$ cat src/rtl/pipe_bus_arbiter_pkg.sv
// Shared definitions for pipe_bus_arbiter: bus widths, FSM state encoding,
// grant identifiers and the pipeline stall vector constants.
package pipe_bus_arbiter_pkg;

  localparam int RegBus      = 32;
  localparam int InstAddrBus = 32;

  typedef enum logic [1:0] {
    ST_IDLE     = 2'd0,
    ST_IF_WAIT  = 2'd1,
    ST_MEM_WAIT = 2'd2
  } arb_state_e;

  typedef enum logic {
    GNT_FETCH = 1'b0,
    GNT_MEM   = 1'b1
  } gnt_e;

  // Stall vector bits: 0 pc, 1 if, 2 id, 3 ex, 4 mem, 5 wb.
  localparam logic [5:0] STALL_NONE = 6'b000000;
  localparam logic [5:0] STALL_IF   = 6'b000011;
  localparam logic [5:0] STALL_MEM  = 6'b011111;

endpackage

$ cat src/rtl/pipe_bus_arbiter.sv
// pipe_bus_arbiter: shares one Wishbone-style bus between the instruction
// fetch port and the data port of the five-stage core. Each access is a
// multi-cycle transaction; stall_o holds the pipeline while a requester waits.
// Optional feature macro: BUS_TIMEOUT_EN (bounds the ack wait to
// TIMEOUT_CYCLES and reports expiry on bus_err_o). Without it the wait is
// unbounded and bus_err_o stays 0.
module pipe_bus_arbiter
  import pipe_bus_arbiter_pkg::*;
#(
  parameter int TIMEOUT_CYCLES = 255,
  parameter int CNT_W          = 8
) (
  input  logic                   clk,
  input  logic                   rst,
  input  logic                   if_req_i,
  input  logic [InstAddrBus-1:0] if_addr_i,
  output logic [RegBus-1:0]      if_data_o,
  output logic                   if_ack_o,
  input  logic                   mem_req_i,
  input  logic                   mem_we_i,
  input  logic [RegBus-1:0]      mem_addr_i,
  input  logic [RegBus-1:0]      mem_data_i,
  input  logic [3:0]             mem_sel_i,
  output logic [RegBus-1:0]      mem_data_o,
  output logic                   mem_ack_o,
  output logic                   bus_cyc_o,
  output logic                   bus_stb_o,
  output logic                   bus_we_o,
  output logic [RegBus-1:0]      bus_addr_o,
  output logic [RegBus-1:0]      bus_data_o,
  output logic [3:0]             bus_sel_o,
  input  logic [RegBus-1:0]      bus_data_i,
  input  logic                   bus_ack_i,
  output logic [5:0]             stall_o,
  output logic                   bus_err_o
);

  // The counter must be able to hold the limit.
  if (TIMEOUT_CYCLES >= (2 ** CNT_W)) begin : g_cnt_w_check
    $error("CNT_W too small for TIMEOUT_CYCLES");
  end

  arb_state_e state;
  gnt_e       last_gnt;

  // A requester is eligible only outside the cycle of its own ack pulse,
  // which forces one turnaround cycle between its accesses.
  logic if_ok;
  logic mem_ok;
  logic gnt_mem;
  logic timeout;

  assign if_ok   = if_req_i  & ~if_ack_o;
  assign mem_ok  = mem_req_i & ~mem_ack_o;
  assign gnt_mem = mem_ok & (~if_ok | (last_gnt != GNT_MEM));

`ifdef BUS_TIMEOUT_EN
  logic [CNT_W-1:0] tmo_cnt;

  // Count WAIT cycles without ack; held at zero while idle so every
  // transaction starts from a cleared count.
  always_ff @(posedge clk or negedge rst) begin
    if (!rst) begin
      tmo_cnt <= '0;
    end else if (state == ST_IDLE) begin
      tmo_cnt <= '0;
    end else if (!bus_ack_i) begin
      tmo_cnt <= tmo_cnt + 1'b1;
    end
  end

  // Fires on the last permitted WAIT cycle; an ack in that cycle wins.
  assign timeout = (state != ST_IDLE) && !bus_ack_i &&
                   (tmo_cnt == CNT_W'(TIMEOUT_CYCLES - 1));
`else
  assign timeout = 1'b0;
`endif

  // Grant, bus sequencing and completion; all outputs are registered here.
  always_ff @(posedge clk or negedge rst) begin
    if (!rst) begin
      state      <= ST_IDLE;
      last_gnt   <= GNT_FETCH;
      bus_cyc_o  <= 1'b0;
      bus_stb_o  <= 1'b0;
      bus_we_o   <= 1'b0;
      bus_addr_o <= '0;
      bus_data_o <= '0;
      bus_sel_o  <= '0;
      if_ack_o   <= 1'b0;
      mem_ack_o  <= 1'b0;
      if_data_o  <= '0;
      mem_data_o <= '0;
      bus_err_o  <= 1'b0;
    end else begin
      // NOTE: non-blocking defaults here are overridden later in the same
      // block, so acks and the error flag become single-cycle pulses.
      if_ack_o  <= 1'b0;
      mem_ack_o <= 1'b0;
      bus_err_o <= 1'b0;
      case (state)
        ST_IDLE: begin
          if (gnt_mem) begin
            state      <= ST_MEM_WAIT;
            bus_cyc_o  <= 1'b1;
            bus_stb_o  <= 1'b1;
            bus_we_o   <= mem_we_i;
            bus_addr_o <= mem_addr_i;
            bus_data_o <= mem_data_i;
            bus_sel_o  <= mem_sel_i;
          end else if (if_ok) begin
            state      <= ST_IF_WAIT;
            bus_cyc_o  <= 1'b1;
            bus_stb_o  <= 1'b1;
            bus_we_o   <= 1'b0;
            bus_addr_o <= if_addr_i;
            bus_data_o <= '0;
            bus_sel_o  <= 4'hF;
          end
        end
        ST_IF_WAIT, ST_MEM_WAIT: begin
          if (bus_ack_i || timeout) begin
            state     <= ST_IDLE;
            bus_cyc_o <= 1'b0;
            bus_stb_o <= 1'b0;
            bus_err_o <= timeout;
            // A flushed requester still lets the bus finish, but sees no
            // ack and keeps its previous data.
            if (state == ST_MEM_WAIT) begin
              last_gnt <= GNT_MEM;
              if (mem_req_i) begin
                mem_ack_o  <= 1'b1;
                mem_data_o <= (bus_ack_i && !bus_we_o) ? bus_data_i : '0;
              end
            end else begin
              last_gnt <= GNT_FETCH;
              if (if_req_i) begin
                if_ack_o  <= 1'b1;
                if_data_o <= bus_ack_i ? bus_data_i : '0;
              end
            end
          end
        end
        default: state <= ST_IDLE;
      endcase
    end
  end

  // Pipeline stall: a waiting data access freezes everything up to mem,
  // a waiting fetch only freezes pc and if.
  always_comb begin
    // NOTE: assign a default first so no path leaves stall_o unassigned
    // (which would infer a latch).
    stall_o = STALL_NONE;
    if (mem_req_i && !mem_ack_o) begin
      stall_o = STALL_MEM;
    end else if (if_req_i && !if_ack_o) begin
      stall_o = STALL_IF;
    end
  end

endmodule

$ cat config.mk
export PLATFORM = sky130hd
export DESIGN_NAME = pipe_bus_arbiter
export DESIGN_NICKNAME = d
export VERILOG_FILES = /design/src/rtl/pipe_bus_arbiter_pkg.sv /design/src/rtl/pipe_bus_arbiter.sv
export SDC_FILE = /design/constraint.sdc
export NUM_CORES = 1
export LEC_CHECK = 0
export ABC_CLOCK_PERIOD_IN_PS = 1450
export CAP_MARGIN = 0
export CORE_MARGIN = 3
export CORE_UTILIZATION = 37
export CTS_CLUSTER_DIAMETER = 50
export DETAILED_ROUTE_END_ITERATION = 16
export PLACE_DENSITY = 0.78
export SETUP_SLACK_MARGIN = 0.02
export SYNTH_ARGS = -nofsm -noshare
export SYNTH_HDL_FRONTEND = slang
export SYNTH_SLANG_ARGS = --single-unit
$ cat constraint.sdc
create_clock -name clk -period 1.45 [get_ports clk]
set_input_delay 0.2175 -clock clk [delete_from_list [all_inputs] [get_ports clk]]
set_output_delay 0.2175 -clock clk [all_outputs]
set_load 0.005 [all_outputs]
# [Yosys cells after proc, flatten, opt, wreduce, memory -nomap -nowiden]
# Index checks and enable logic that the tools add are counted.
[word_totals] register_bits=139 latch_bits=0 ramBits=0 rom_bits=0 output_inout_bits=144 wordCells=68 mem_count=0
[classes] add_sub_neg=0 multipliers=0 div=0 n_lt_le_gt_ge=0 n_eq_ne=4 n_shift=0 mux=28 n_bitwise=9 n_reduce_logical=16
[op_table] operator="2-to-1 mux 32 bit" n=5
[op_table] operator="2-to-1 mux 1 bit" n=14
[op_table] operator="2-to-1 mux 2 bit" n=4
[op_table] operator="2-to-1 mux 4 bit" n=2
[op_table] operator="AND reduction 4 bit" n=2
[op_table] operator="AND reduction 2 bit" n=3
[op_table] operator="2-to-1 mux 5 bit" n=1
[op_table] operator="NOT 1 bit" n=5
[op_table] operator="case mux 2 bit (2 select lines)" n=1
[op_table] operator="nonzero test 2 bit" n=2
[op_table] operator="bitwise AND 1 bit" n=3
[op_table] operator="logical AND 1 bit" n=3
[op_table] operator="zero test 1 bit" n=3
[op_table] operator="inequality test 3 bit, second input constant" n=1
[op_table] operator="AND reduction 3 bit" n=1
[op_table] operator="== test 2 x 1 -> 1 bit, second input constant" n=1
[op_table] operator="== test 2 bit, second input constant" n=1
[op_table] operator="zero test 2 bit" n=1
[op_table] operator="inequality test 2 bit, second input constant" n=1
[op_table] operator="case mux 1 bit (2 select lines)" n=1
[op_table] operator="OR reduction 2 bit" n=1
[op_table] operator="OR 1 bit" n=1

# [Logic depth before layout (Yosys ltp)]
# Gate-level depths: netlist of the first run.
[logic_depth] word_depth=7 depth_mapped=8

# [Worst setup path after synthesis of the first run]
# No wires, ideal clock.
[synth_path] kind="register to register" startpoint="reg state[0]" endpoint="reg if_data_o[10]" arrival_time_ns=1.458 required_ns=1.385 setup_slack_ns=-0.074 stages_incl_launch_ff=8 synth_period_minus_slack_ns=1.524 path_cell_list="dfrtp_1 -> inv_1 -> ha_1 -> nand4b_1 -> inv_2 -> clkbuf_1 -> nand2_1 -> nand2_1"
[synth_via] elab_chain_cells=3
[synth_lines] item="from (decl)" line_no="pipe_bus_arbiter.sv:43" rtl="arb_state_e state;"
[synth_lines] item="from (signal assigned)" line_no="pipe_bus_arbiter.sv:82" rtl="state <= ST_IDLE;"
[synth_lines] item="from (signal assigned)" line_no="pipe_bus_arbiter.sv:104" rtl="state <= ST_MEM_WAIT;"
[synth_lines] item="from (signal assigned)" line_no="pipe_bus_arbiter.sv:112" rtl="state <= ST_IF_WAIT;"
[synth_lines] item="== test 2 bit / == test 2 x 1 -> 1 bit (equally long branches)" line_no="pipe_bus_arbiter.sv:101, pipe_bus_arbiter.sv:129"
[synth_lines] item="OR reduction 2 bit / NOT 1 bit (equally long branches)"
[synth_lines] item="AND reduction 4 bit (no line) (*)"
[synth_lines] item="to (signal assigned)" line_no="pipe_bus_arbiter.sv:139" rtl="if_data_o <= bus_ack_i ? bus_data_i : '0;"
[synth_lines] item="to (decl)" line_no="pipe_bus_arbiter.sv:17" rtl="output logic [RegBus-1:0] if_data_o,"
# Every way passes the cells marked *; elsewhere a longest branch is shown, timed or not.
# A chain may end at the register's enable or synchronous reset.

# [Final worst setup path of the first run]
[layout_path] startpoint="reg if_ack_o" endpoint="reg bus_data_o[30]"
[layout_via] elab_chain_cells=7
[layout_lines] item="from (decl)" line_no="pipe_bus_arbiter.sv:18" rtl="output logic if_ack_o,"
[layout_lines] item="from (signal assigned)" line_no="pipe_bus_arbiter.sv:90" rtl="if_ack_o <= 1'b0;"
[layout_lines] item="from (signal assigned)" line_no="pipe_bus_arbiter.sv:98" rtl="if_ack_o <= 1'b0;"
[layout_lines] item="from (signal assigned)" line_no="pipe_bus_arbiter.sv:138" rtl="if_ack_o <= 1'b1;"
[layout_lines] item="NOT 1 bit (*)" line_no="pipe_bus_arbiter.sv:53" rtl="assign if_ok = if_req_i & ~if_ack_o;"
[layout_lines] item="bitwise AND 1 bit (*)" line_no="pipe_bus_arbiter.sv:53"
[layout_lines] item="NOT 1 bit" line_no="pipe_bus_arbiter.sv:55" rtl="assign gnt_mem = mem_ok & (~if_ok | (last_gnt != GNT_MEM));"
[layout_lines] item="OR 1 bit" line_no="pipe_bus_arbiter.sv:55"
[layout_lines] item="bitwise AND 1 bit" line_no="pipe_bus_arbiter.sv:55"
[layout_lines] item="nonzero test 2 bit (no line)"
[layout_lines] item="AND reduction 2 bit (no line)"
[layout_lines] item="to (signal assigned)" line_no="pipe_bus_arbiter.sv:109" rtl="bus_data_o <= mem_data_i;"
[layout_lines] item="to (decl)" line_no="pipe_bus_arbiter.sv:30" rtl="output logic [RegBus-1:0] bus_data_o,"
# Marks and branches as above.

==> results of run 1 <==
==> cells by family after synthesis <==
| family | Yosys count | share of synthesized area (%) |
|---|---|---|
| AO/OA/AOI/OAI | 142 | 15.5 |
| AND/OR/NAND/NOR | 241 | 17.9 |
| adder cells (fa/ha/maj) | 3 | 0.662 |
| buffers and inverters | 47 | 4.39 |
| multiplexers | 1 | 0.198 |
| flip-flops | 139 | 61.3 |
| other | 1 | 0.0661 |
==> synthesized netlist by cell type (all sizes together) <==
master,count,area share [%]
inv,4,0.26
clkbuf,20,1.3
nor2,35,2.4
nand3,2,0.18
o2bb2ai,1,0.15
dfrtp,139,61
o22a,4,0.62
ha,3,0.66
a21boi,1,0.13
mux2,1,0.20
a21oi,66,5.9
o31ai,1,0.13
buf,23,2.8
nand2,166,11
o21ai,33,3.1
a22o,33,5.1
a31oi,1,0.11
a21o,1,0.15
conb,1,0.066
and2b,1,0.15
nand4b,1,0.15
o22ai,1,0.11
nor2b,1,0.11
nand2b,34,3.7
nor3,1,0.088
==> final timing paths <==
check                      cells after the start             end  slack (ns)
setup / recovery                               7  bus_data_o[30]       -0.10
hold / removal                                 2   mem_data_o[5]        0.20
setup reg to reg                               7  bus_data_o[30]       -0.10
hold reg to reg                                2   if_data_o[18]        0.47
max in group asynchronous                      3  bus_data_o[21]        0.67
min in group clk                               3  bus_addr_o[15]        0.34
==> registers in the layout, summed over array words and instances, names as in the netlist <==
signal      count
bus_stb_o       1
bus_addr_o     32
mem_ack_o       1
state           2
if_ack_o        1
bus_we_o        1
bus_data_o     32
if_data_o      32
last_gnt        1
bus_sel_o       4
mem_data_o     32
==> metrics by stage <==
step,hold WS [ns],worst slack (ns)
floorplan,-0.0781,-0.0660
global placement,0.0582,-0.592
detailed placement,0.0613,-0.618
CTS,0.181,-0.0939
global route,0.194,-0.163
finish,0.196,-0.101
==> layer usage <==
metal / track usage [%] / vias to the layer above / share of wire [%]
met1: 25.6 / 2513 / 41
li1: - / 2506 / -
met4: 8.50 / 0 / 2.1
met2: 34.1 / 199 / 50
met3: 5.94 / 29 / 6.8
met5: 0 / - / 0
==> power by group <==
part	switching (mW)	internal, mW
clock	1.65	3.06
sequential	0.983	5.76
combinational	3.70	4.66
total	6.34	13.5
==> cell type report <==
class,instances,area (um2)
clock buffers,22,484
well taps,184,230
multi-input cells,390,2060
inverters,4,17.5
fillers,1198,4920
flip-flops and latches,139,3480
clock inverters,10,161
repair buffers,328,3400
==> repair_timing <==
item | 4_1_cts | 5_1_grt
resized for setup | 134 | 66
pin swaps | 41 | 16
hold buffers | 1 | 0
setup buffers | 7 | 2
cloned | 2 | 1
endpoints found under the setup margin | 247 | 191
endpoints found under the hold margin | 139 | 0
==> impl_metrics.yaml, run 1 <==
floorplan:
  ioPinCount: 282
  die_w_um: 130
  fp.dieH_um: 130
  die-area_um2: 16900
  start_util_pct: 38.4
  rows: 44
  design.core.area_um2: 14800
logic_synthesis:
  ys_types: 31
  avgSynthCellArea_um2: 9.88
  ys_seq_area_share_pct: 61.3
  syn_area_um2: 5670
  synth-seq-cells: 139
  ys_warn_count: 0
  synthCells: 574
sta:
  min_period_ns: 1.55
  timing.fmax_mhz: 645
  hold_viol: 0
  rsz0062_at_grt: "true"
  slew_viol_final: 0
  layout_setup_ws_ns: -0.101
  skew_ns: 0.00875
  tns_ns: -4.29
  setup_viol: 71
  finalCritPeriodShare_pct: 107
setup_path:
  reg2reg_from: "if_ack_o"
  crit_start: "if_ack_o"
  path_cells: "and2b_2 -> buf_6 -> o21ai_4 -> buf_6 -> nor2_4 -> buf_12 -> a22o_1"
  crit_arrival_ns: 1.86
  crit_type: "reg2reg"
  critical_path_required_ns: 1.76
  path_common_cell: "buf_6"
  endpoint_kind: "flip-flop"
  worst-path-buf-inv: 3
  max_stage_delay_ns: 0.34
  path_delay_family: "buffers and inverters"
  slowest_stage: "dfrtp_1"
  path_max_fanout: 17
  startpoint_type: "flip-flop"
run_status:
  status: "finished with violations"
  violations: "setup timing"
layout:
  area.growth.synth_to_final_pct: 73.4
  fin_area_um2: 9840
  instances_no_fill: 1077
  layout_commonest_cell: "nand2_1"
  drive_above_1_share_pct: 13.0
  fin_nets: 1021
  final_cell_mix: "nand2_1 (159), dfrtp_1 (139), clkdlybuf4s50_1 (136), dlygate4sd2_1 (87), a21oi_1 (61)"
  utilization_pct: 66.7
  num_antenna_cells: 0
global_route:
  first_global_vias: 5288
  grt_max_degree: 55
  grt_usage_pct: 20.7
  antenna_found_initial: 0
  grt_pass1_wl_mm: 27.1
  grt-ovfl-total: 0
route:
  wl_mm: 18.2
  wire_per_inst_um: 16.9
  dr.first_iter.drc_count: 295
  firstDrtPassIters: 4
  via_per_inst: 4.87
  drcViolationCount: 0
  ant_nets: 0
  vias: 5247
place:
  gp_congestion: 0.796
  dp_cells: 1034
  port_buffers: 279
  post_dp_cell_area_um2: 8900
  place_hpwl_mm: 12.5
pwr:
  fin_total_pwr_mw: 19.8
  vdd_drop_max_v: 0.000936
  powerDensity_nw_per_um2: 2010
  leakagePower_nw: 5.20
cts:
  clock_sinks: 139
  clk_pin_slew_ns: 0.06
  htreeDepth: 4
  clock_path_buffers: 2
  cts_buffers: 17
  tritoncts: "done"
  clk_latency_ns: 0.42
  cts-root-buf: "clkbuf_16"
job:
  max-cap-violations: 0
worst_hold_path:
  hold_path.class: "in2async"
(Power assumes the default switching activity.)
==> inputs of run 2 (changes only) <==
Settings changed: ABC_CLOCK_PERIOD_IN_PS 1450 to 1850, CORE_UTILIZATION 37 to 30, PLACE_DENSITY 0.78 to unset.
Clock period 1.45 ns to 1.85 ns, I/O delays scaled along.
==> run 2 against run 1 <==
  * The run now ends clean
  * Wire length up 3.0%
  * Worst setup slack improved by 0.17 ns
  * Critical path type is now reg2out
  * Non-clock buffer count is 25 lower
  * Highest routed layer is now met5
  * Global-route usage fell by 2.9 points
  * Utilization decreased by 15 points
  * Sequential share of layout area rose by 1.4 points
  * Combinational power fell by 18%
  * Cell count up 1.9%
  * Die area rose by 22%
  * First-iteration DRC count decreased by 4.1%
  * Flip-flop and latch count did not move
  * Sequential power down 20%
==> impl_metrics.yaml, run 2 (same netlist as run 1, synthesis figures left out) <==
run_status:
  status: "completed"
pwr:
  power_switching_mw: 4.90
  p_seq_share_pct: 34.3
  powerDensity_nw_per_um2: 1660
  vdd_drop_max_v: 0.000710
  swShare_pct: 31.3
  fin_total_pwr_mw: 15.7
  p_int_mw: 10.8
  combinationalPowerShare_pct: 43.7
  clkPwrFrac_pct: 22.0
  leakagePower_nw: 4.21
route:
  wl_mm: 18.7
  firstDrtPassIters: 4
  wire_per_inst_um: 17.1
  drcViolationCount: 0
  dr.first_iter.drc_count: 283
  ant_nets: 0
  vias: 5147
  via_per_inst: 4.69
cts:
  cts_buffers: 17
  clk_pin_slew_ns: 0.06
  clock_sinks: 139
  cts-root-buf: "clkbuf_16"
  clk_latency_ns: 0.42
  tritoncts: "done"
  htreeDepth: 4
  clock_path_buffers: 2
setup_path:
  crit_arrival_ns: 1.51
  path_delay_family: "buffers and inverters"
  max_stage_delay_ns: 0.37
  reg2reg_from: "state[0]"
  rr_endpoint: "if_data_o[28]"
  crit_start: "mem_ack_o"
  crit_type: "reg2out"
  reg2regPathDepth: 6
  reg2reg_slack_ns: 0.17
  path_max_fanout: 6
  endpoint_kind: "primary output"
  worst-path-buf-inv: 2
  startpoint_type: "flip-flop"
  path_cells: "nand2b_1 -> buf_4 -> nand2_1 -> dlygate4sd2_1"
  crit_cells: 4
  critical_path_required_ns: 1.57
  crit_path_end: "stall_o[0]"
  slowest_stage: "dfrtp_1"
floorplan:
  ioPinCount: 282
  die-area_um2: 20600
  design.core.area_um2: 18300
  fp.dieH_um: 144
  rows: 49
  start_util_pct: 31.1
  die_w_um: 144
layout:
  final_cell_mix: "clkdlybuf4s50_1 (273), nand2_1 (166), dfrtp_1 (139), a21oi_1 (65)"
  utilization_pct: 51.8
  layout_commonest_cell: "clkdlybuf4s50_1"
  fillers: 1641
  regArea_um2: 3480
  fin_nets: 995
  multi_input_area_um2: 1970
  area.growth.synth_to_final_pct: 66.8
  drive_above_1_share_pct: 7.15
place:
  gp_congestion: 0.810
  place_hpwl_mm: 13.0
  port_buffers: 279
sta:
  hold_viol: 0
  min_period_ns: 1.79
  setup_viol: 0
  rsz0062_at_grt: "true"
  timing.fmax_mhz: 560
  finalCritPeriodShare_pct: 96.5
  skew_ns: 0.0114
  slew_viol_final: 0
global_route:
  grt-ovfl-total: 0
  grt_pass1_wl_mm: 28.5
  first_global_vias: 5390
  grt_usage_pct: 17.8
  antenna_found_initial: 1
  grt_max_degree: 65
worst_hold_path:
  hold_path.class: "in2async"
job:
  max-cap-violations: 0
-- run 2: layout make-up --
cell class,count,area share [%]
flip-flops and latches,139,36.8
repair buffers,303,33.0
multi-input cells,389,20.8
clock buffers,22,4.80
well taps,229,3.03
clock inverters,10,1.49
inverters,4,0.159
diodes,1,0.0264
-- run 2: stage by stage --
stage	worst slack, ns	instances	hold slack [ns]	area (um2)	TNS (ns)
finish	0.0650	1097	0.248	9460	0
global route	-0.00246	1096	0.249	9460	-0.00388
CTS	0.0320	1092	0.227	9380	0
detailed placement	-0.119	1057	0.108	8770	-1.01
global placement	-0.108	1057	0.105	8770	-0.209
floorplan	0.326	575	-0.0181	5680	0
-- run 2: worst min path at each step --
stage | startpoint | end | slack (ns)
5_1_grt | rst | if_data_o[27] | 0.25
2_1_floorplan | rst | bus_addr_o[0] | -0.02
3_5_place_dp | rst | if_data_o[25] | 0.11
6_report | rst | if_data_o[25] | 0.25
4_1_cts | rst | if_data_o[27] | 0.23
3_3_place_gp | rst | mem_data_o[27] | 0.10
-- run 2: per-layer routing --
metal	track usage (%)	vias up	routed length, um
met3	6.22	42	1380
li1	-	2450	-
met2	28.7	217	8890
met4	7.73	2	636
met1	21.6	2436	7810
met5	0	-	20
-- run 2: power by group through the flow --
stage / Clock (mW) / Sequential (mW) / Combinational, mW
after CTS: 3.55 / 5.39 / 6.76
after global routing: 3.70 / 5.56 / 7.49
after detailed placement: 0 / 5.40 / 6.73
after global placement: 0 / 5.36 / 6.59
after floorplan: 0 / 5.43 / 2.42
final: 3.44 / 5.37 / 6.85
-- run 2: timing repair --
action	in CTS	in global routing
endpoints found under the hold margin	139	0
resized for setup	5	0
endpoints found under the setup margin	5	8
hold buffers	1	0
pin swaps	0	1
setup buffers	2	2
cloned	0	2
